[src/rtl/fpu_sched_pkg.sv]
// Shared types for the FPU scheduler: operand width, FPU opcode type and the
// scheduler state encoding.
package fpu_sched_pkg;

  localparam int unsigned OperandW = 32;
  localparam int unsigned OpW      = 3;

  typedef logic [OpW-1:0] fpu_op_t;

  localparam fpu_op_t OpAdd = 3'd0;
  localparam fpu_op_t OpSub = 3'd1;
  localparam fpu_op_t OpMul = 3'd2;

  typedef enum logic [1:0] {
    StIdle,
    StBusy,
    StResp
  } sched_state_e;

endpackage

[src/rtl/fpu_sched_rr_arbiter.sv]
// Combinational round-robin arbiter: picks the first valid requester after
// last_grant_i, wrapping, and returns it both one-hot and as an index.
module fpu_sched_rr_arbiter #(
  parameter  int unsigned NUM_REQ = 4,
  localparam int unsigned IdxW    = (NUM_REQ > 1) ? $clog2(NUM_REQ) : 1
) (
  input  logic [NUM_REQ-1:0] valid_i,
  input  logic [IdxW-1:0]    last_grant_i,
  output logic [NUM_REQ-1:0] grant_o,
  output logic [IdxW-1:0]    idx_o,
  output logic               any_o
);

  logic [IdxW-1:0] cand;

  // Walk candidates starting one past the last grant; the first valid one wins.
  always_comb begin
    grant_o = '0;
    idx_o   = '0;
    any_o   = 1'b0;
    cand    = '0;
    for (int unsigned k = 1; k <= NUM_REQ; k++) begin
      cand = IdxW'((32'(last_grant_i) + k) % NUM_REQ);
      if (!any_o && valid_i[cand]) begin
        any_o         = 1'b1;
        grant_o[cand] = 1'b1;
        idx_o         = cand;
      end
    end
  end

endmodule

[src/rtl/fpu_sched.sv]
// Round-robin scheduler sharing one fixed-latency FPU between NUM_REQ requesters.
// One op in flight at a time: accept, hold operands for FPU_LAT cycles, capture
// the result and pulse resp_valid_o to the issuing requester.
// Optional feature: define FPU_SCHED_PERF_EN to add perf_ops_o / perf_wait_o.
module fpu_sched
  import fpu_sched_pkg::*;
#(
  parameter int unsigned NUM_REQ = 4,
  parameter int unsigned FPU_LAT = 3,
  parameter int unsigned OP_W    = OpW
) (
  input  logic                               clk_i,
  input  logic                               reset_i,
  input  logic [NUM_REQ-1:0]                 req_valid_i,
  output logic [NUM_REQ-1:0]                 req_ready_o,
  input  logic [NUM_REQ-1:0][OperandW-1:0]   req_a_i,
  input  logic [NUM_REQ-1:0][OperandW-1:0]   req_b_i,
  input  logic [NUM_REQ-1:0][OP_W-1:0]       req_op_i,
  output logic [NUM_REQ-1:0]                 resp_valid_o,
  output logic [OperandW-1:0]                resp_data_o,
  output logic [OperandW-1:0]                fpu_a_o,
  output logic [OperandW-1:0]                fpu_b_o,
  output logic [OP_W-1:0]                    fpu_op_o,
  input  logic [OperandW-1:0]                fpu_o_i
`ifdef FPU_SCHED_PERF_EN
  ,
  output logic [31:0]                        perf_ops_o,
  output logic [31:0]                        perf_wait_o
`endif
);

  localparam int unsigned IdxW = (NUM_REQ > 1) ? $clog2(NUM_REQ) : 1;
  localparam int unsigned CntW = (FPU_LAT > 1) ? $clog2(FPU_LAT) : 1;
  localparam logic [CntW-1:0] CntInit  = CntW'(FPU_LAT - 1);
  localparam logic [IdxW-1:0] LastInit = IdxW'(NUM_REQ - 1);

  sched_state_e         state_q;
  logic [CntW-1:0]      cnt_q;
  logic [IdxW-1:0]      tag_q;
  logic [IdxW-1:0]      last_grant_q;
  logic [OperandW-1:0]  fpu_a_q;
  logic [OperandW-1:0]  fpu_b_q;
  logic [OP_W-1:0]      fpu_op_q;
  logic [OperandW-1:0]  resp_data_q;
  logic [NUM_REQ-1:0]   resp_valid_q;

  logic [NUM_REQ-1:0]   arb_grant;
  logic [IdxW-1:0]      arb_idx;
  logic                 arb_any;
  logic                 accept;

  fpu_sched_rr_arbiter #(
    .NUM_REQ (NUM_REQ)
  ) u_arb (
    .valid_i      (req_valid_i),
    .last_grant_i (last_grant_q),
    .grant_o      (arb_grant),
    .idx_o        (arb_idx),
    .any_o        (arb_any)
  );

  // Grant is only offered in IDLE; gated by reset so outputs stay zero during it.
  assign accept      = arb_any && (state_q == StIdle) && !reset_i;
  assign req_ready_o = accept ? arb_grant : '0;

  assign fpu_a_o      = fpu_a_q;
  assign fpu_b_o      = fpu_b_q;
  assign fpu_op_o     = fpu_op_q;
  assign resp_data_o  = resp_data_q;
  assign resp_valid_o = resp_valid_q;

  // Scheduler FSM with operand hold, latency counter and response capture.
  always_ff @(posedge clk_i) begin
    if (reset_i) begin
      state_q      <= StIdle;
      cnt_q        <= '0;
      tag_q        <= '0;
      last_grant_q <= LastInit;
      fpu_a_q      <= '0;
      fpu_b_q      <= '0;
      fpu_op_q     <= '0;
      resp_data_q  <= '0;
      resp_valid_q <= '0;
    end else begin
      resp_valid_q <= '0;
      unique case (state_q)
        StIdle: begin
          if (accept) begin
            fpu_a_q      <= req_a_i[arb_idx];
            fpu_b_q      <= req_b_i[arb_idx];
            fpu_op_q     <= req_op_i[arb_idx];
            tag_q        <= arb_idx;
            last_grant_q <= arb_idx;
            cnt_q        <= CntInit;
            state_q      <= StBusy;
          end
        end
        StBusy: begin
          if (cnt_q != '0) begin
            cnt_q <= cnt_q - CntW'(1);
          end else begin
            resp_data_q  <= fpu_o_i;
            // Pulse is registered so it lines up exactly with the RESP cycle.
            resp_valid_q <= NUM_REQ'(1) << tag_q;
            state_q      <= StResp;
          end
        end
        StResp: begin
          state_q <= StIdle;
        end
        default: begin
          state_q <= StIdle;
        end
      endcase
    end
  end

`ifdef FPU_SCHED_PERF_EN
  logic [31:0] perf_ops_q;
  logic [31:0] perf_wait_q;

  assign perf_ops_o  = perf_ops_q;
  assign perf_wait_o = perf_wait_q;

  // Saturating counters: completed ops and cycles with demand but no handshake.
  always_ff @(posedge clk_i) begin
    if (reset_i) begin
      perf_ops_q  <= '0;
      perf_wait_q <= '0;
    end else begin
      if ((state_q == StResp) && (perf_ops_q != '1)) begin
        perf_ops_q <= perf_ops_q + 32'd1;
      end
      if ((|req_valid_i) && !accept && (perf_wait_q != '1)) begin
        perf_wait_q <= perf_wait_q + 32'd1;
      end
    end
  end
`endif

endmodule

[config.mk]
export PLATFORM = sky130hd
export DESIGN_NAME = fpu_sched
export DESIGN_NICKNAME = d
export VERILOG_FILES = /design/src/rtl/fpu_sched_pkg.sv /design/src/rtl/fpu_sched_rr_arbiter.sv /design/src/rtl/fpu_sched.sv
export SDC_FILE = /design/constraint.sdc
export NUM_CORES = 1
export LEC_CHECK = 0
export BUFFER_PORTS_ARGS = -buffer_cell sky130_fd_sc_hd__buf_4
export CORE_AREA = 2 2 163 165
export CTS_BUF_LIST = sky130_fd_sc_hd__clkbuf_8 sky130_fd_sc_hd__clkbuf_16
export DETAILED_ROUTE_END_ITERATION = 7
export DIE_AREA = 0 0 165 167
export SYNTH_ARGS = -nofsm -noshare
export SYNTH_HDL_FRONTEND = slang
export SYNTH_SLANG_ARGS = --single-unit
[constraint.sdc]
create_clock -name clk_i -period 5.6 [get_ports clk_i]
set_input_delay 1.12 -clock clk_i [delete_from_list [all_inputs] [get_ports clk_i]]
set_output_delay 1.12 -clock clk_i [all_outputs]
set_load 0.02 [all_outputs]
==> results.cfg <==
[placement]
port_buffers = 412
hpwl_mm = 18.1
post-place-ws_ps = 1200
gp_congestion = 0.799
place_area_um2 = 9290

[sta]
rsz0062_at_grt = no
period_minus_slack_ps = 4780
fin_tns_setup_ps = 0
post-route-worst-setup-slack_ps = 818
finalMaxSlewViolations = 0
slew_headroom_pct = 30.7
max_freq_mhz = 209
finalHoldViolCount = 0
setup_viol = 0
finalHoldWorstSlack_ps = 456
tightest_slew_ps = 1040
fin_skew_ps = 14.3
layout_worst_path_cycle_share_pct = 85.4

[yosys]
synthFlopType = dfxtp_1
syn_area_per_cell_um2 = 9.50
synth_nets = 941
async_flop_share_pct = 0
synth_edf_count = 0
synth_top_area_share_pct = 37.4
ys_seq_area_share_pct = 37.4
synthTopCellsByArea = dfxtp_1, mux2i_1, nand2_1
ys_warn_count = 0
synth_top_area_cell = dfxtp_1
ys_types = 44
synthCells = 626
synth.cell_area_um2 = 5950
synth_most_common_cell = mux2i_1
ys_top_cells_by_count = mux2i_1, nand2_1, dfxtp_1, o221ai_1, a21oi_1
ys_ff_latch = 111

[cts]
cts_resized = 0
cts_buffer_depth = 2
cts_buffers = 9
path_clk_slew_ps = 80
cts-root-buf = clkbuf_16
cts_sinks = 111
insertion_delay_ps = 360
cts_tree = done
cts_max_level = 3
postCtsSetupBuffers = 0
hold_buffers = 0

[worst_hold_path]
whs_endpoint = resp_data_o[3]
min-delay-start = resp_data_o[3]
hp-class = register to register
whs_path_depth = 2

[floorplan]
ios = 413
coreArea_um2 = 25800
die-area_um2 = 27600
start_util_pct = 23.1
die_y_um = 167
placementRows = 59
die_w_um = 165

[setup_path]
crit_cells = 8
end_kind = primary output
path_class = register to primary output
critPathMaxStageDelay_ps = 850
crit_arrival_ps = 3660
r2r-start = last_grant_q[0]
critical-path-top-delay-family = flip-flops
crit_chain = inv_1, ha_1, mux4_2, nor3_2, a211o_1, or2_1, a21oi_1, buf_4
r2r-end = fpu_a_o[10]
worst-path-max-fanout = 21
worstSetupStartpointType = register
rrSetupSlack_ps = 1240
crit_required_ps = 4480
cpMaxStageDelayCell = dfxtp_1
path_buf_inv = 2
reg2regPathDepth = 8

[drt]
drt_iter0_drc = 286
drt_pass1_iterations = 5
routed_wirelength_mm = 23.4
wl_per_cell_um = 17.4
via_per_inst = 4.61
drc = 0
postRouteAntennaNets = 0
vias = 6187

[final_layout]
nFillCells = 2669
nNetsFinal = 1316
final_area_um2 = 9600
syn_to_final_growth_pct = 61.4
drive_gt1_share_pct = 46.5

[power_and_ir_drop]
power_density_nw_per_um2 = 513
p_leak_nw = 4.42
ir_drop_v = 0.000313

[grt]
grt_pass1_wl_mm = 34.1
grt_pass1_vias = 6152
grt_max_degree = 70
grt.total_usage_pct = 16.0
antenna_found_initial = 1
overflow = 0

[run]
maxCapViolCount = 0

[status]
outcome = finished, final reports clean
==> worst max-delay path by stage <==
| stage | startpoint | endpoint | slack, ps |
|---|---|---|---|
| floorplan | last_grant_q[0] | req_ready_o[0] | 1490 |
| global placement | last_grant_q[0] | req_ready_o[1] | 1300 |
| detailed placement | last_grant_q[0] | fpu_b_o[13] | 1200 |
| CTS | last_grant_q[0] | req_ready_o[1] | 810 |
| global route | last_grant_q[0] | req_ready_o[1] | 540 |
| finish | last_grant_q[0] | req_ready_o[1] | 820 |
==> through the flow <==
stage	total power, mW	util [%]	instances
final	4.93	37.2	1342
after global routing	5.25	37.2	1342
after CTS	5.00	37.2	1341
after detailed placement	4.32	36.1	1325
after global placement	4.29	36.1	1325
after floorplan	3.39	-	626
==> worst register-to-register path, delay by kind of cell, from the launching register on <==
| family | cells | cell delay, ps |
|---|---|---|
| AO/OA/AOI/OAI | 2 | 690 |
| buffers and inverters | 1 | 310 |
| AND/OR/NAND/NOR | 3 | 1330 |
| flip-flops | 1 | 850 |
| multiplexers | 1 | 470 |
| adder cells (fa/ha/maj) | 1 | 550 |
==> sequential cells by signal (all words and copies together), names as in the netlist <==
register	flops
tag_q	2
fpu_op_o	3
state_q	2
fpu_a_o	32
cnt_q	2
resp_valid_o	4
fpu_b_o	32
resp_data_o	32
last_grant_q	2
==> logic make-up after synthesis <==
family	count (synthesis)	synth area share [%]
buf+inv	64	5.37
mux	148	25.6
xor+xnor	2	0.295
fa+ha+maj	9	1.89
compound gates	125	17.8
flops	111	37.4
simple gates	167	11.6
==> area by class of cell <==
type                    instances  area [um^2]  share of cell area, %
diodes                          1         2.50                 0.0261
clock inverters                 7         76.3                  0.795
inverters                       8         30.0                  0.313
multi-input cells             451         3430                   35.7
flip-flops and latches        111         2220                   23.2
repair buffers                420         3190                   33.2
well taps                     335          419                   4.37
clock buffers                   9          225                   2.35
==> metal layers <==
metal | vias to the layer above | global-route usage (%) | part of all wire, %
li1 | 3042 | - | -
met1 | 2877 | 18.4 | 40
met2 | 254 | 29.3 | 51
met3 | 14 | 4.13 | 8.2
met4 | 0 | 3.55 | 1.2
met5 | - | 0 | 0
==> placed cells by master (no fill, tap or decap), types with 3 or more instances in the layout <==
cell,n
nor2_1,7
mux2_2,3
inv_1,8
mux4_2,3
a22o_1,4
o221ai_2,20
buf_12,3
o221ai_1,46
clkbuf_16,9
o21ai_0,3
mux2i_1,142
a21oi_1,39
dfxtp_1,111
buf_4,417
nand2_1,139
ha_1,9
==> power breakdown <==
group          switching [mW]  total, mW  internal [mW]
Clock                   0.344      0.660          0.316
Sequential              0.150       1.17           1.02
Combinational            1.69       3.09           1.40
Total                    2.18       4.93           2.74
(Power assumes the default switching activity.)
